File: src/rtl/tanimoto_ctrl_pkg.sv
// Shared state encoding and width helper for the Tanimoto run controller.
package tanimoto_ctrl_pkg;

    typedef enum logic [2:0] {
        ST_IDLE     = 3'd0,
        ST_LOAD     = 3'd1,
        ST_STREAM   = 3'd2,
        ST_WAIT_CMP = 3'd3,
        ST_DRAIN    = 3'd4,
        ST_DONE     = 3'd5
    } ctrl_state_e;

    // Threshold address/data width; never narrower than one bit.
    function automatic int cnt_width(input int vec_width);
        return (vec_width < 2) ? 1 : $clog2(vec_width);
    endfunction

endpackage

File: src/rtl/tanimoto_thr_loader.sv
// Threshold loader: accepts THR_ENTRIES words and issues one registered BRAM write per handshake.
module tanimoto_thr_loader #(
    parameter int CNT_WIDTH   = 10,
    parameter int THR_ENTRIES = 920
) (
    input  logic                 ap_clk,
    input  logic                 ap_rstn,
    input  logic                 clr_i,
    input  logic                 en_i,
    input  logic                 abort_i,
    input  logic [CNT_WIDTH-1:0] thr_tdata_i,
    input  logic                 thr_tvalid_i,
    output logic                 thr_tready_o,
    output logic [CNT_WIDTH-1:0] bram_addr_o,
    output logic [CNT_WIDTH-1:0] bram_din_o,
    output logic                 bram_en_o,
    output logic                 bram_wren_o,
    output logic                 done_o
);

    // One extra bit so a full 2**CNT_WIDTH table can be counted.
    localparam logic [CNT_WIDTH:0] FULL = (CNT_WIDTH+1)'(THR_ENTRIES);
    localparam logic [CNT_WIDTH:0] LAST = (CNT_WIDTH+1)'(THR_ENTRIES - 1);

    logic [CNT_WIDTH:0]   cnt_q, cnt_d;
    logic [CNT_WIDTH-1:0] addr_q, addr_d;
    logic [CNT_WIDTH-1:0] din_q, din_d;
    logic                 wr_q, wr_d;
    logic                 hs;

    // Abort withdraws ready so a beat arriving with it never becomes a write.
    assign thr_tready_o = en_i && !abort_i && (cnt_q != FULL);
    assign hs           = thr_tready_o && thr_tvalid_i;
    assign done_o       = hs && (cnt_q == LAST);

    always_comb begin
        cnt_d  = cnt_q;
        addr_d = addr_q;
        din_d  = din_q;
        wr_d   = hs;
        if (clr_i) begin
            cnt_d = '0;
        end else if (hs) begin
            cnt_d  = cnt_q + 1'b1;
            addr_d = cnt_q[CNT_WIDTH-1:0];
            din_d  = thr_tdata_i;
        end
    end

    always_ff @(posedge ap_clk or negedge ap_rstn) begin
        if (!ap_rstn) begin
            cnt_q  <= '0;
            addr_q <= '0;
            din_q  <= '0;
            wr_q   <= 1'b0;
        end else begin
            cnt_q  <= cnt_d;
            addr_q <= addr_d;
            din_q  <= din_d;
            wr_q   <= wr_d;
        end
    end

    assign bram_addr_o = addr_q;
    assign bram_din_o  = din_q;
    assign bram_en_o   = wr_q;
    assign bram_wren_o = wr_q;

endmodule

File: src/rtl/tanimoto_run_ctrl.sv
// Run-level controller: loads thresholds, passes the vector stream, waits for compare/drain completion.
// Optional watchdog on WAIT_CMP/DRAIN enabled by defining TANIMOTO_CTRL_WDOG_EN.
module tanimoto_run_ctrl
    import tanimoto_ctrl_pkg::*;
#(
    parameter int VECTOR_WIDTH = 920,
    parameter int CNT_WIDTH    = cnt_width(VECTOR_WIDTH),
    parameter int THR_ENTRIES  = 920,
    parameter int BUS_WIDTH    = 128,
    parameter int WDOG_CYCLES  = 65535
) (
    input  logic                 ap_clk,
    input  logic                 ap_rstn,
    input  logic                 i_Start,
    input  logic                 i_Abort,
    output logic                 o_Busy,
    output logic                 o_Done,
    output logic                 o_Error,
    output logic [2:0]           o_State,
    output logic [31:0]          o_VecBeats,
    input  logic [CNT_WIDTH-1:0] S_AXIS_THR_tdata,
    input  logic                 S_AXIS_THR_tvalid,
    output logic                 S_AXIS_THR_tready,
    input  logic [BUS_WIDTH-1:0] S_AXIS_IN_tdata,
    input  logic                 S_AXIS_IN_tvalid,
    input  logic                 S_AXIS_IN_tlast,
    output logic                 S_AXIS_IN_tready,
    output logic [BUS_WIDTH-1:0] M_AXIS_ACC_tdata,
    output logic                 M_AXIS_ACC_tvalid,
    output logic                 M_AXIS_ACC_tlast,
    input  logic                 M_AXIS_ACC_tready,
    output logic [CNT_WIDTH-1:0] o_BRAM_Addr,
    output logic [CNT_WIDTH-1:0] o_BRAM_Din,
    output logic                 o_BRAM_En,
    output logic                 o_BRAM_WrEn,
    input  logic                 i_CmpOver,
    input  logic                 i_FifoTreeEmpty,
    input  logic                 i_IDPairValid,
    input  logic                 i_IDPairReady,
    input  logic                 i_IDPairLast
);

    ctrl_state_e state_q, state_d;
    logic [31:0] vec_beats_q, vec_beats_d;
    logic        last_seen_q, last_seen_d;
    logic        start_run, in_stream, vec_hs, idp_last_hs, ld_done;

    assign start_run   = (state_q == ST_IDLE) && i_Start;
    assign in_stream   = (state_q == ST_STREAM);
    assign vec_hs      = in_stream && S_AXIS_IN_tvalid && M_AXIS_ACC_tready;
    assign idp_last_hs = i_IDPairValid && i_IDPairReady && i_IDPairLast;

    tanimoto_thr_loader #(
        .CNT_WIDTH   (CNT_WIDTH),
        .THR_ENTRIES (THR_ENTRIES)
    ) u_loader (
        .ap_clk       (ap_clk),
        .ap_rstn      (ap_rstn),
        .clr_i        (start_run),
        .en_i         (state_q == ST_LOAD),
        .abort_i      (i_Abort),
        .thr_tdata_i  (S_AXIS_THR_tdata),
        .thr_tvalid_i (S_AXIS_THR_tvalid),
        .thr_tready_o (S_AXIS_THR_tready),
        .bram_addr_o  (o_BRAM_Addr),
        .bram_din_o   (o_BRAM_Din),
        .bram_en_o    (o_BRAM_En),
        .bram_wren_o  (o_BRAM_WrEn),
        .done_o       (ld_done)
    );

`ifdef TANIMOTO_CTRL_WDOG_EN
    localparam int WD_W = $clog2(WDOG_CYCLES + 1);
    logic [WD_W-1:0] wdog_q, wdog_d;
    logic            error_q, error_d;
    logic            wdog_hit;

    // Firing on the last counted cycle lands DONE exactly WDOG_CYCLES after entering WAIT_CMP.
    assign wdog_hit = ((state_q == ST_WAIT_CMP) || (state_q == ST_DRAIN)) &&
                      (wdog_q == WD_W'(WDOG_CYCLES - 1));
`endif

    always_comb begin
        state_d     = state_q;
        vec_beats_d = vec_beats_q;
        last_seen_d = last_seen_q;

        case (state_q)
            ST_IDLE:     if (i_Start) state_d = ST_LOAD;
            ST_LOAD:     if (ld_done) state_d = ST_STREAM;
            ST_STREAM:   if (vec_hs && S_AXIS_IN_tlast) state_d = ST_WAIT_CMP;
            ST_WAIT_CMP: if (i_CmpOver && i_FifoTreeEmpty) state_d = ST_DRAIN;
            ST_DRAIN:    if (last_seen_q || idp_last_hs) state_d = ST_DONE;
            ST_DONE:     state_d = ST_IDLE;
            default:     state_d = ST_IDLE;
        endcase
`ifdef TANIMOTO_CTRL_WDOG_EN
        if (wdog_hit) state_d = ST_DONE;
`endif
        if (i_Abort && (state_q != ST_IDLE)) state_d = ST_IDLE;

        if (start_run) begin
            vec_beats_d = '0;
            last_seen_d = 1'b0;
        end else begin
            if (vec_hs) vec_beats_d = vec_beats_q + 32'd1;
            if (idp_last_hs && ((state_q == ST_STREAM) || (state_q == ST_WAIT_CMP) ||
                                (state_q == ST_DRAIN)))
                last_seen_d = 1'b1;
        end
    end

    always_ff @(posedge ap_clk or negedge ap_rstn) begin
        if (!ap_rstn) begin
            state_q     <= ST_IDLE;
            vec_beats_q <= '0;
            last_seen_q <= 1'b0;
        end else begin
            state_q     <= state_d;
            vec_beats_q <= vec_beats_d;
            last_seen_q <= last_seen_d;
        end
    end

`ifdef TANIMOTO_CTRL_WDOG_EN
    always_comb begin
        wdog_d  = wdog_q;
        error_d = error_q;
        if ((state_d == ST_WAIT_CMP) && (state_q != ST_WAIT_CMP))
            wdog_d = '0;
        else if ((state_q == ST_WAIT_CMP) || (state_q == ST_DRAIN))
            wdog_d = wdog_q + 1'b1;
        if (start_run)
            error_d = 1'b0;
        else if (wdog_hit && !i_Abort)
            error_d = 1'b1;
    end

    always_ff @(posedge ap_clk or negedge ap_rstn) begin
        if (!ap_rstn) begin
            wdog_q  <= '0;
            error_q <= 1'b0;
        end else begin
            wdog_q  <= wdog_d;
            error_q <= error_d;
        end
    end

    assign o_Error = error_q;
`else
    assign o_Error = 1'b0;
`endif

    // Vector path is a pure wire-through while streaming; closed otherwise.
    assign M_AXIS_ACC_tdata  = S_AXIS_IN_tdata;
    assign M_AXIS_ACC_tvalid = in_stream && S_AXIS_IN_tvalid;
    assign M_AXIS_ACC_tlast  = in_stream && S_AXIS_IN_tlast;
    assign S_AXIS_IN_tready  = in_stream && M_AXIS_ACC_tready;

    assign o_State    = state_q;
    assign o_Busy     = (state_q != ST_IDLE);
    assign o_Done     = (state_q == ST_DONE) && !i_Abort;
    assign o_VecBeats = vec_beats_q;

endmodule

File: config.mk
export PLATFORM = sky130hd
export DESIGN_NAME = tanimoto_run_ctrl
export DESIGN_NICKNAME = d
export VERILOG_FILES = /design/src/rtl/tanimoto_ctrl_pkg.sv /design/src/rtl/tanimoto_thr_loader.sv /design/src/rtl/tanimoto_run_ctrl.sv
export SDC_FILE = /design/constraint.sdc
export NUM_CORES = 1
export LEC_CHECK = 0
export CAP_MARGIN = 40
export CORE_AREA = 2 2 134 136
export DETAILED_ROUTE_END_ITERATION = 10
export DIE_AREA = 0 0 136 138
export GPL_TIMING_DRIVEN = 0
export PLACE_DENSITY = 0.71
export SLEW_MARGIN = 10
export SYNTH_ARGS = -nofsm -noshare
export SYNTH_HDL_FRONTEND = slang
export SYNTH_SLANG_ARGS = --single-unit
File: constraint.sdc
create_clock -name ap_clk -period 5.3 [get_ports ap_clk]
set_clock_uncertainty 0.1 [all_clocks]
set_input_delay 1.59 -clock ap_clk [delete_from_list [all_inputs] [get_ports ap_clk]]
set_output_delay 1.59 -clock ap_clk [all_outputs]
set_load 0.1 [all_outputs]
---- Word-level counts from Yosys, hierarchy flattened ----
Index checks and enable logic that the tools add are counted.
W data, S select, Z words.
operators by class
  reduce and logical (&&, ||, !) cells .... 27
  multiplexer cells ....................... 13
  equal/unequal tests ..................... 12
  bitwise operators ....................... 1
  add/sub/neg operators ................... 2
operator list
  operator                 number
  $mux W32                 2
  $add A32 B1 Y32 const B  1
  $mux W11                 2
  $mux W3                  6
  $logic_and A1 B1 Y1      16
  $pmux W3 S5              1
  $add A11 B1 Y11 const B  1
  $eq A11 B10 Y1 const B   1
  $ne A11 B10 Y1 const B   1
  $ne A3 B3 Y1 const B     3
  $eq A3 B2 Y1 const B     2
  $eq A3 B3 Y1 const B     2
  $reduce_bool A2 Y1       3
  $reduce_and A5 Y1        1
  $eq A3 B1 Y1 const B     1
  $logic_not A3 Y1         1
  $logic_or A1 B1 Y1       3
  $ne A3 B1 Y1 const B     1
  $ne A3 B2 Y1 const B     1
  $reduce_bool A3 Y1       1
  $mux W1                  2
  $reduce_and A2 Y1        1
  $logic_not A1 Y1         1
  $not A1 Y1               1
storage, ports and cells
  logic and storage cells ................. 62
  bits in registers ....................... 68

---- Longest topological paths before layout ----
  depth in word-level cells ............... 8
  depth in mapped cells ................... 8
  depth with buffers taken out ............ 6

---- By module ----
A second synthesis with hierarchy kept.
second synthesis, totals
  cell total of the unflattened synthesis .. 470
  area total of the unflattened synthesis .. 4491.8 um^2
by module, submodules not included
  module               sequential area each (um^2)  area an instance (um^2)  times used  cells an instance
  tanimoto_run_ctrl    900.9                        2970.3                   1           350
  tanimoto_thr_loader  800.8                        1521.5                   1           120

---- Worst setup path before layout ----
OpenSTA, ideal clock, no wires.
  path type ............................... in2out
  start ................................... in i_Abort
  end ..................................... out o_Done
  cell stages on the path ................. 1
  path buffers ............................ 0
  path slack .............................. -0.893 ns
  data arrival time ....................... 4.503 ns
  cells stage by stage .................... nor4bb_1
on the way
  longest elaborated chain between the ends .. 2
ends and longest elaborated chain
  item                 RTL line                  source
  start: declaration   tanimoto_run_ctrl.sv:15   input logic i_Abort,
  $logic_not A1 Y1     tanimoto_run_ctrl.sv:162  assign o_Done = (state_q == ST_DONE) && !i_Abort;
  $logic_and A1 B1 Y1  tanimoto_run_ctrl.sv:162
  end: declaration     tanimoto_run_ctrl.sv:17   output logic o_Done,
No other way between the ends.

---- Final worst setup path ----
  start ................................... in i_Abort
  end ..................................... out S_AXIS_THR_tready
on the way
  longest elaborated chain between the ends .. 3
ends and longest elaborated chain
  item                              RTL line                   source
  $logic_not A1 Y1                  tanimoto_thr_loader.sv:32  assign thr_tready_o = en_i && !abort_i && (cnt_q != FULL);
  $logic_and A1 B1 Y1 (2 in a row)  tanimoto_thr_loader.sv:32
  end: declaration                  tanimoto_run_ctrl.sv:23    output logic S_AXIS_THR_tready,
No other way between the ends.

==> flow_summary_export.csv <==
group,metric,value,unit
status,status,"complete, no violations",
placed_design,dp.final_hpwl,13600,um
power,power_density,292,mW/mm2
sta,setup_ws,146,ps
grt,grt_pass1_vias,5165,
floorplan,core,0.0175,mm2
synth,syn_area,0.00431,mm2
route,dr_wl_met3,1220,um
floorplan,start_util,24.6,%
clock_network,path_clk_slew,50,ps
grt,grt_overflow,0,
critical_path,cp_common_cell,"clkdlybuf4s50_1",
critical_path,cp_max_fo,7,
critical_path,worstSetupEndpointType,"output port",
synth,synth_top_area_cell,"dfrtp_1",
power,ir_worst_vdd,0.000258,V
cells_and_area,fin_nets,1015,
min_path,hp-class,"reg2reg",
critical_path,critPathArrivalTime,3460,ps
synth,yosysSeqAreaShare,39.4,%
synth,netlist_instances,445,
sta,maxSlewHeadroom,49.3,%
synth,synth-main-ff-cell,"dfrtp_1",
route,drt_iter0_drc,129,
floorplan,num_io_pins,343,
sta,worst_pin_slew,755,ps
route,dr.max_layer_used,"met4",
critical_path,cp.required,3610,ps
critical_path,slowest_delay,530,ps
sta,whs,410,ps
synth,netlist_top_cells_area,"dfrtp_1, buf_4, xor2_1, mux2_4, nor2_1",
synth,synth_nets,599,
critical_path,cp.buffers_inverters,3,
cells_and_area,area_growth,135,%
synth,synth_cell_types,41,
floorplan,die_w,136,um
critical_path,crit_type,"in2out",
synth,ys_warn_count,0,
floorplan,rows,49,
clock_network,cts_tree,"done",
power,leakagePower,4.60,nW
cells_and_area,num_antenna_cells,0,
grt,track_usage,17.4,%
placed_design,dp_cells,1079,
sta,post-route-min-period,5150,ps
sta,hold_viol,0,
grt,antenna_found_initial,0,
sta,timing.final.crit_share,97.2,%
floorplan,die_y,138,um
sta,max_clock_freq,194,MHz
flow_run,drv_cap,0,
clock_network,holdBufCountCts,0,
placed_design,gp_congestion,0.790,
route,avgViaCountPerCell,4.26,
synth,synth_edf_count,0,
grt,grt_max_degree,50,
sta,final_max_slew_viol_count,0,
route,routed_wl,16100,um
synth,yosys_register_bits,68,
sta,setup_viol,0,
route,postRouteAntennaNets,0,
synth,syn_avg_cell_area,9.69,um2
route,vias,4670,
route,first_pass_iters,5,
route,wl_met1,5290,um
route,wl_per_cell,14.7,um
route,drc,0,
cells_and_area,fin_util,57.7,%
critical_path,crit_family,"buffers and inverters",
synth,synthArstFlopShare,100,%
sta,rsz0062_at_grt,"false",
clock_network,post_cts_buffers,0,
clock_network,htree_levels,3,
clock_network,cts_resized,1,
route,wl_met2,8900,um
critical_path,worstSetupStartpointType,"input port",
critical_path,critPathSlowestCell,"clkdlybuf4s50_1",
cells_and_area,final_cells,1095,
grt,grt_pass1_wl,25700,um
placed_design,pre_cts_slack,-6.99,ps
clock_network,clk_path_buf_depth,2,
critical_path,crit_chain,"clkdlybuf4s50_1, nor4b_4, o21a_1, clkdlybuf4s50_1, buf_8",
clock_network,cts-buffers-inserted,9,
clock_network,cts.sinks,68,
cells_and_area,drive_above_1_share,42.4,%
clock_network,worst_skew_pair.late_latency,330,ps
clock_network,cts_root_buf,"clkbuf_16",
placed_design,port_buffers,213,
synth,yosys.area.top_type_share,39.4,%
floorplan,fp.dieArea,0.0188,mm2
[cell usage in the layout, fill, tap and decap left out, types with 4 or more instances in the layout]
cell type        Yosys  routed
buf_16               0      18
and3_1               9       9
or3_1                4       4
clkdlybuf4s50_1      0     212
clkbuf_1             8      12
a21oi_1              8       8
buf_8                0     174
mux2_4              14      14
clkbuf_16            0       9
inv_1                7       7
nor2_1              40      40
nor3_1               6       6
nand4_1             16      16
dfrtp_1             68      68
nand3_1             24      24
xnor2_1              6       6
buf_4              130     131
xor2_1              29      29
o21ai_0              8       8
nand2_1             22      22
mux2_2               5       5
[cell usage after synthesis, types with 2 or more instances]
master    instances
a211oi_2          2
a21oi_1           8
a31oi_1           3
and3_1            9
and4_1            3
buf_2             3
buf_4           130
buf_6             2
clkbuf_1          8
dfrtp_1          68
ha_1              3
inv_1             7
mux2_2            5
mux2_4           14
mux2i_1           3
nand2_1          22
nand2b_1          3
nand3_1          24
nand3b_1          3
nand4_1          16
nor2_1           40
nor3_1            6
nor4_1            2
o21ai_0           8
or3_1             4
xnor2_1           6
xor2_1           29
[cell type report]
cell class	count	area [um2]
Buffer	144	1060
Clock buffer	14	254
Clock inverter	2	10.0
Fill cell	1369	7420
Inverter	7	26.3
Multi-Input combinational cell	226	1540
Sequential cell	68	1700
Tap cell	229	287
Timing Repair Buffer	405	5240
[sequential cells by signal (all words and copies together), names as in the netlist]
name	flops
u_loader.bram_en_o	1
u_loader.cnt_q	11
o_VecBeats	32
last_seen_q	1
u_loader.bram_addr_o	10
o_State	3
u_loader.bram_din_o	10
[worst paths after layout]
| check | cells after the start | slack (ps) | start | endpoint |
|---|---|---|---|---|
| setup / recovery | 5 | 150 | i_Abort | S_AXIS_THR_tready |
| hold reg to reg | 1 | 410 | u_loader.bram_addr_o[7]$_DFFE_PN0P_ | u_loader.bram_addr_o[7]$_DFFE_PN0P_ |
| min in group asynchronous | 1 | 1050 | ap_rstn | u_loader.bram_addr_o[9]$_DFFE_PN0P_ |
| setup reg to reg | 7 | 2870 | o_State[0]$_DFFE_PN0P_ | o_State[0]$_DFFE_PN0P_ |
| hold / removal | 1 | 410 | u_loader.bram_addr_o[7]$_DFFE_PN0P_ | u_loader.bram_addr_o[7]$_DFFE_PN0P_ |
| max in group asynchronous | 2 | 3490 | ap_rstn | o_VecBeats[4]$_DFFE_PN0P_ |
[metrics by stage]
| step | power (mW) | TNS [ps] | instance area [um2] |
|---|---|---|---|
| floorplan | 1.71 | 0 | 4320 |
| global placement | 2.01 | -435 | 6740 |
| detailed placement | 2.43 | -6.99 | 9840 |
| CTS | 2.98 | 0 | 10100 |
| global route | 3.06 | 0 | 10100 |
| finish | 2.95 | 0 | 10100 |
[cell families after synthesis]
kind of cell	count (synthesis)	share of synthesized area, %
buffers and inverters	151	25.3
XOR/XNOR	35	7.11
flip-flops	68	39.4
multiplexers	22	6.87
AO/OA/AOI/OAI	26	3.83
adder cells (fa/ha/maj)	3	0.870
other	1	0.0869
AND/OR/NAND/NOR	139	16.5
[layer usage]
metal,track usage (%),vias to the layer above
met5,0,-
met4,9.05,0
met3,3.41,43
met2,33.0,235
met1,17.5,2203
li1,-,2189
[power by group]
group	switching, mW	internal [mW]
combinational	1.11	0.679
sequential	0.0411	0.580
clock	0.214	0.329
total	1.37	1.59
Power figures use the tool's default switching activity.
==> RTL change (same flow settings) <==
`addr_q` and `din_q` no longer have a reset.
--- a/src/rtl/tanimoto_thr_loader.sv
+++ b/src/rtl/tanimoto_thr_loader.sv
@@ -51,13 +51,14 @@
         if (!ap_rstn) begin
             cnt_q  <= '0;
-            addr_q <= '0;
-            din_q  <= '0;
             wr_q   <= 1'b0;
         end else begin
             cnt_q  <= cnt_d;
-            addr_q <= addr_d;
-            din_q  <= din_d;
             wr_q   <= wr_d;
         end
+    end
+
+    always_ff @(posedge ap_clk) begin
+        addr_q <= addr_d;
+        din_q  <= din_d;
     end
 
Function: differs if ap_rstn is asserted again (counterexample within 4 cycles, from zero or initial values and one cycle with ap_rstn low); with ap_rstn held inactive, the same outputs for 4 cycles.
==> RTL change against the unedited design <==
Sequential power down 6.1%. Routed wire length down 6.1%. Total power down 21%. Area after synthesis shrank 2.3%. Non-clock buffer count down 3. Worst setup slack worse by 0.049 ns. Sequential cell count is the same. Count of clock-buffer cells in the layout is 5 lower. Cell area rose by 2.2%. Fmax is 0.94% lower. Critical path type unchanged. Largest cell class unchanged. Largest power group unchanged.
==> RTL change: results (changes against the unedited design) <==
INFO  metric synth-compound-area-share = 0.0439 (+0.00563)
INFO  metric run_status = finished, final reports clean
INFO  metric design.final.nets = 1,007 (-0.79%)
INFO  metric routabilityCongestion = 0.803 (+1.6%)
INFO  metric drt_first_iter_violations = 182 (+41%)
INFO  metric half_perimeter_wire_length_after_detailed_placement = 12.8 mm (-5.2%)
INFO  metric crit-reg2reg-capture = last_seen_q
INFO  metric synth.distinct_cells = 49 (+20%)
INFO  metric yosys.area_share.adder = 0.00890 (+0.000201)
INFO  metric grt_pass1_wl = 24.0 mm (-6.8%)
INFO  metric placement.setup.worst_slack = 0.111 ns (+0.118 ns)
INFO  metric synth_area_leaders = sky130_fd_sc_hd__dfrtp_1 28%, sky130_fd_sc_hd__buf_4 23%, sky130_fd_sc_hd__edfxtp_1 14%, sky130_fd_sc_hd__nor2_1 3.7%, sky130_fd_sc_hd__xor2_1 3.3%
INFO  metric leakage = 4.52 nW (-1.8%)
INFO  metric dpl-instance-area = 9970 µm² (+1.3%)
INFO  metric globalRouteTotalUtil = 0.160 (-0.0135)
INFO  metric synthMuxAreaShare = 0.00504 (-0.0637)
INFO  metric synth_xor_area_frac = 0.0623 (-0.00874)
INFO  metric postSynth.asyncResetShare = 0.706 (-0.294)
INFO  metric post_route_cells_drive_above_1_share = 0.409 (-0.0147)
INFO  metric postSynth.topFlopCell = sky130_fd_sc_hd__dfrtp_1
INFO  metric critPathArrivalTime = 3.51 ns (+0.05 ns)
INFO  metric ir_worst_vdd = 0.184 mV (-29%)
INFO  metric synth-edff-count = 20 (+20)
INFO  metric largest_net_degree_at_the_start_of_global_routing = 30 (-40%)
INFO  metric cts_repair_resize_count = 0 (-1)
INFO  metric avgViaCountPerCell = 4.15 (-2.8%)
INFO  metric crit_path_largest_cell_delay = 0.59 ns (+0.06 ns)
INFO  metric h-tree-depth = 3 (unchanged)
INFO  metric yosysSeqAreaShare = 0.427 (+0.0329)
INFO  metric synth_common_cells = 131 x sky130_fd_sc_hd__buf_4, 48 x sky130_fd_sc_hd__dfrtp_1, 42 x sky130_fd_sc_hd__nor2_1, 22 x sky130_fd_sc_hd__nand2_1, 20 x sky130_fd_sc_hd__edfxtp_1
INFO  metric via_count_of_the_first_global_routing_pass = 4,885 (-5.4%)
INFO  metric switching_share = 0.376 (-0.0866)
INFO  metric postRouteWirelength = 15.1 mm (-6.1%)
INFO  metric period_share = 0.982 (+0.00920)
INFO  metric clkTransAtPathRegs = 0.05 ns (about the same)
INFO  metric postSynthNetCount = 590 (-1.5%)
INFO  metric firstDrtPassIters = 4 (-1)
-- RTL change: changes by cell type after synthesis, sizes merged, moves of 3 or more --
| cell | unedited run | this run |
|---|---|---|
| xnor2 | 6 | 14 |
| or3 | 4 | 9 |
| and2 | 1 | 6 |
| nor4 | 3 | 6 |
| nand3 | 24 | 17 |
| and3 | 9 | 2 |
| dfrtp | 68 | 48 |
| clkbuf | 8 | 5 |
| xor2 | 29 | 16 |
| nor3 | 6 | 9 |
| edfxtp | 0 | 20 |
| mux2 | 19 | 1 |
-- RTL change: layout make-up --
class                      count  area [µm²]
fill                        1418        7200
clock inverter                 7         138
clock buffer                   9         225
tap                          229         287
sequential                    68        1800
multi-input combinational    219        1370
buffer                       140        1020
inverter                       9        33.8
timing repair buffer         406        5460
-- RTL change: critical path, delay by kind of cell --
family | cells | cell delay, ns
and+or+nand+nor | 2 | 0.61
buffers and inverters | 3 | 1.30
-- RTL change: layer usage --
layer | GRT usage | wire (µm) | vias to the layer above
met5 | 0 | 0 | -
met4 | 0.0313 | 135 | 0
met3 | 0.0466 | 1220 | 16
met2 | 0.314 | 8610 | 202
met1 | 0.165 | 5110 | 2098
li1 | - | - | 2190
-- RTL change: how the worst min path moves through the flow --
stage / startpoint / to / slack (ns) / cells past startpoint
6_report: last_seen_q / last_seen_q / 0.40 / 2
5_1_grt: u_loader.cnt_q[9] / u_loader.bram_addr_o[9] / 0.42 / 0
4_1_cts: last_seen_q / last_seen_q / 0.40 / 2
3_5_place_dp: last_seen_q / last_seen_q / 0.39 / 2
3_3_place_gp: last_seen_q / last_seen_q / 0.38 / 2
2_1_floorplan: last_seen_q / last_seen_q / 0.36 / 2
-- RTL change: metrics by stage --
step,TNS [ns],power [mW],instances,hold WS (ns)
finish,0,2.33,1087,0.399
global route,0,2.40,1087,0.424
CTS,0,2.34,1087,0.404
detailed placement,0,1.61,1071,0.392
global placement,-0.414,1.37,878,0.378
floorplan,0,1.21,436,0.357
-- RTL change: kinds of logic after synthesis --
| group | Yosys count |
|---|---|
| adders and majority gates | 3 |
| buffers and inverters | 149 |
| muxes | 2 |
| and+or+nand+nor | 152 |
| xor gates and xnor gates | 30 |
| DFF | 68 |
| other | 1 |
| AOI/OAI and AO/OA | 31 |
-- RTL change: power by group through the flow --
stage	Sequential [mW]	Clock (mW)	Combinational, mW
after detailed placement	0.593	0	1.01
after global routing	0.586	0.768	1.04
after floorplan	0.669	0	0.538
final	0.583	0.735	1.01
after global placement	0.591	0	0.779
after CTS	0.583	0.745	1.02
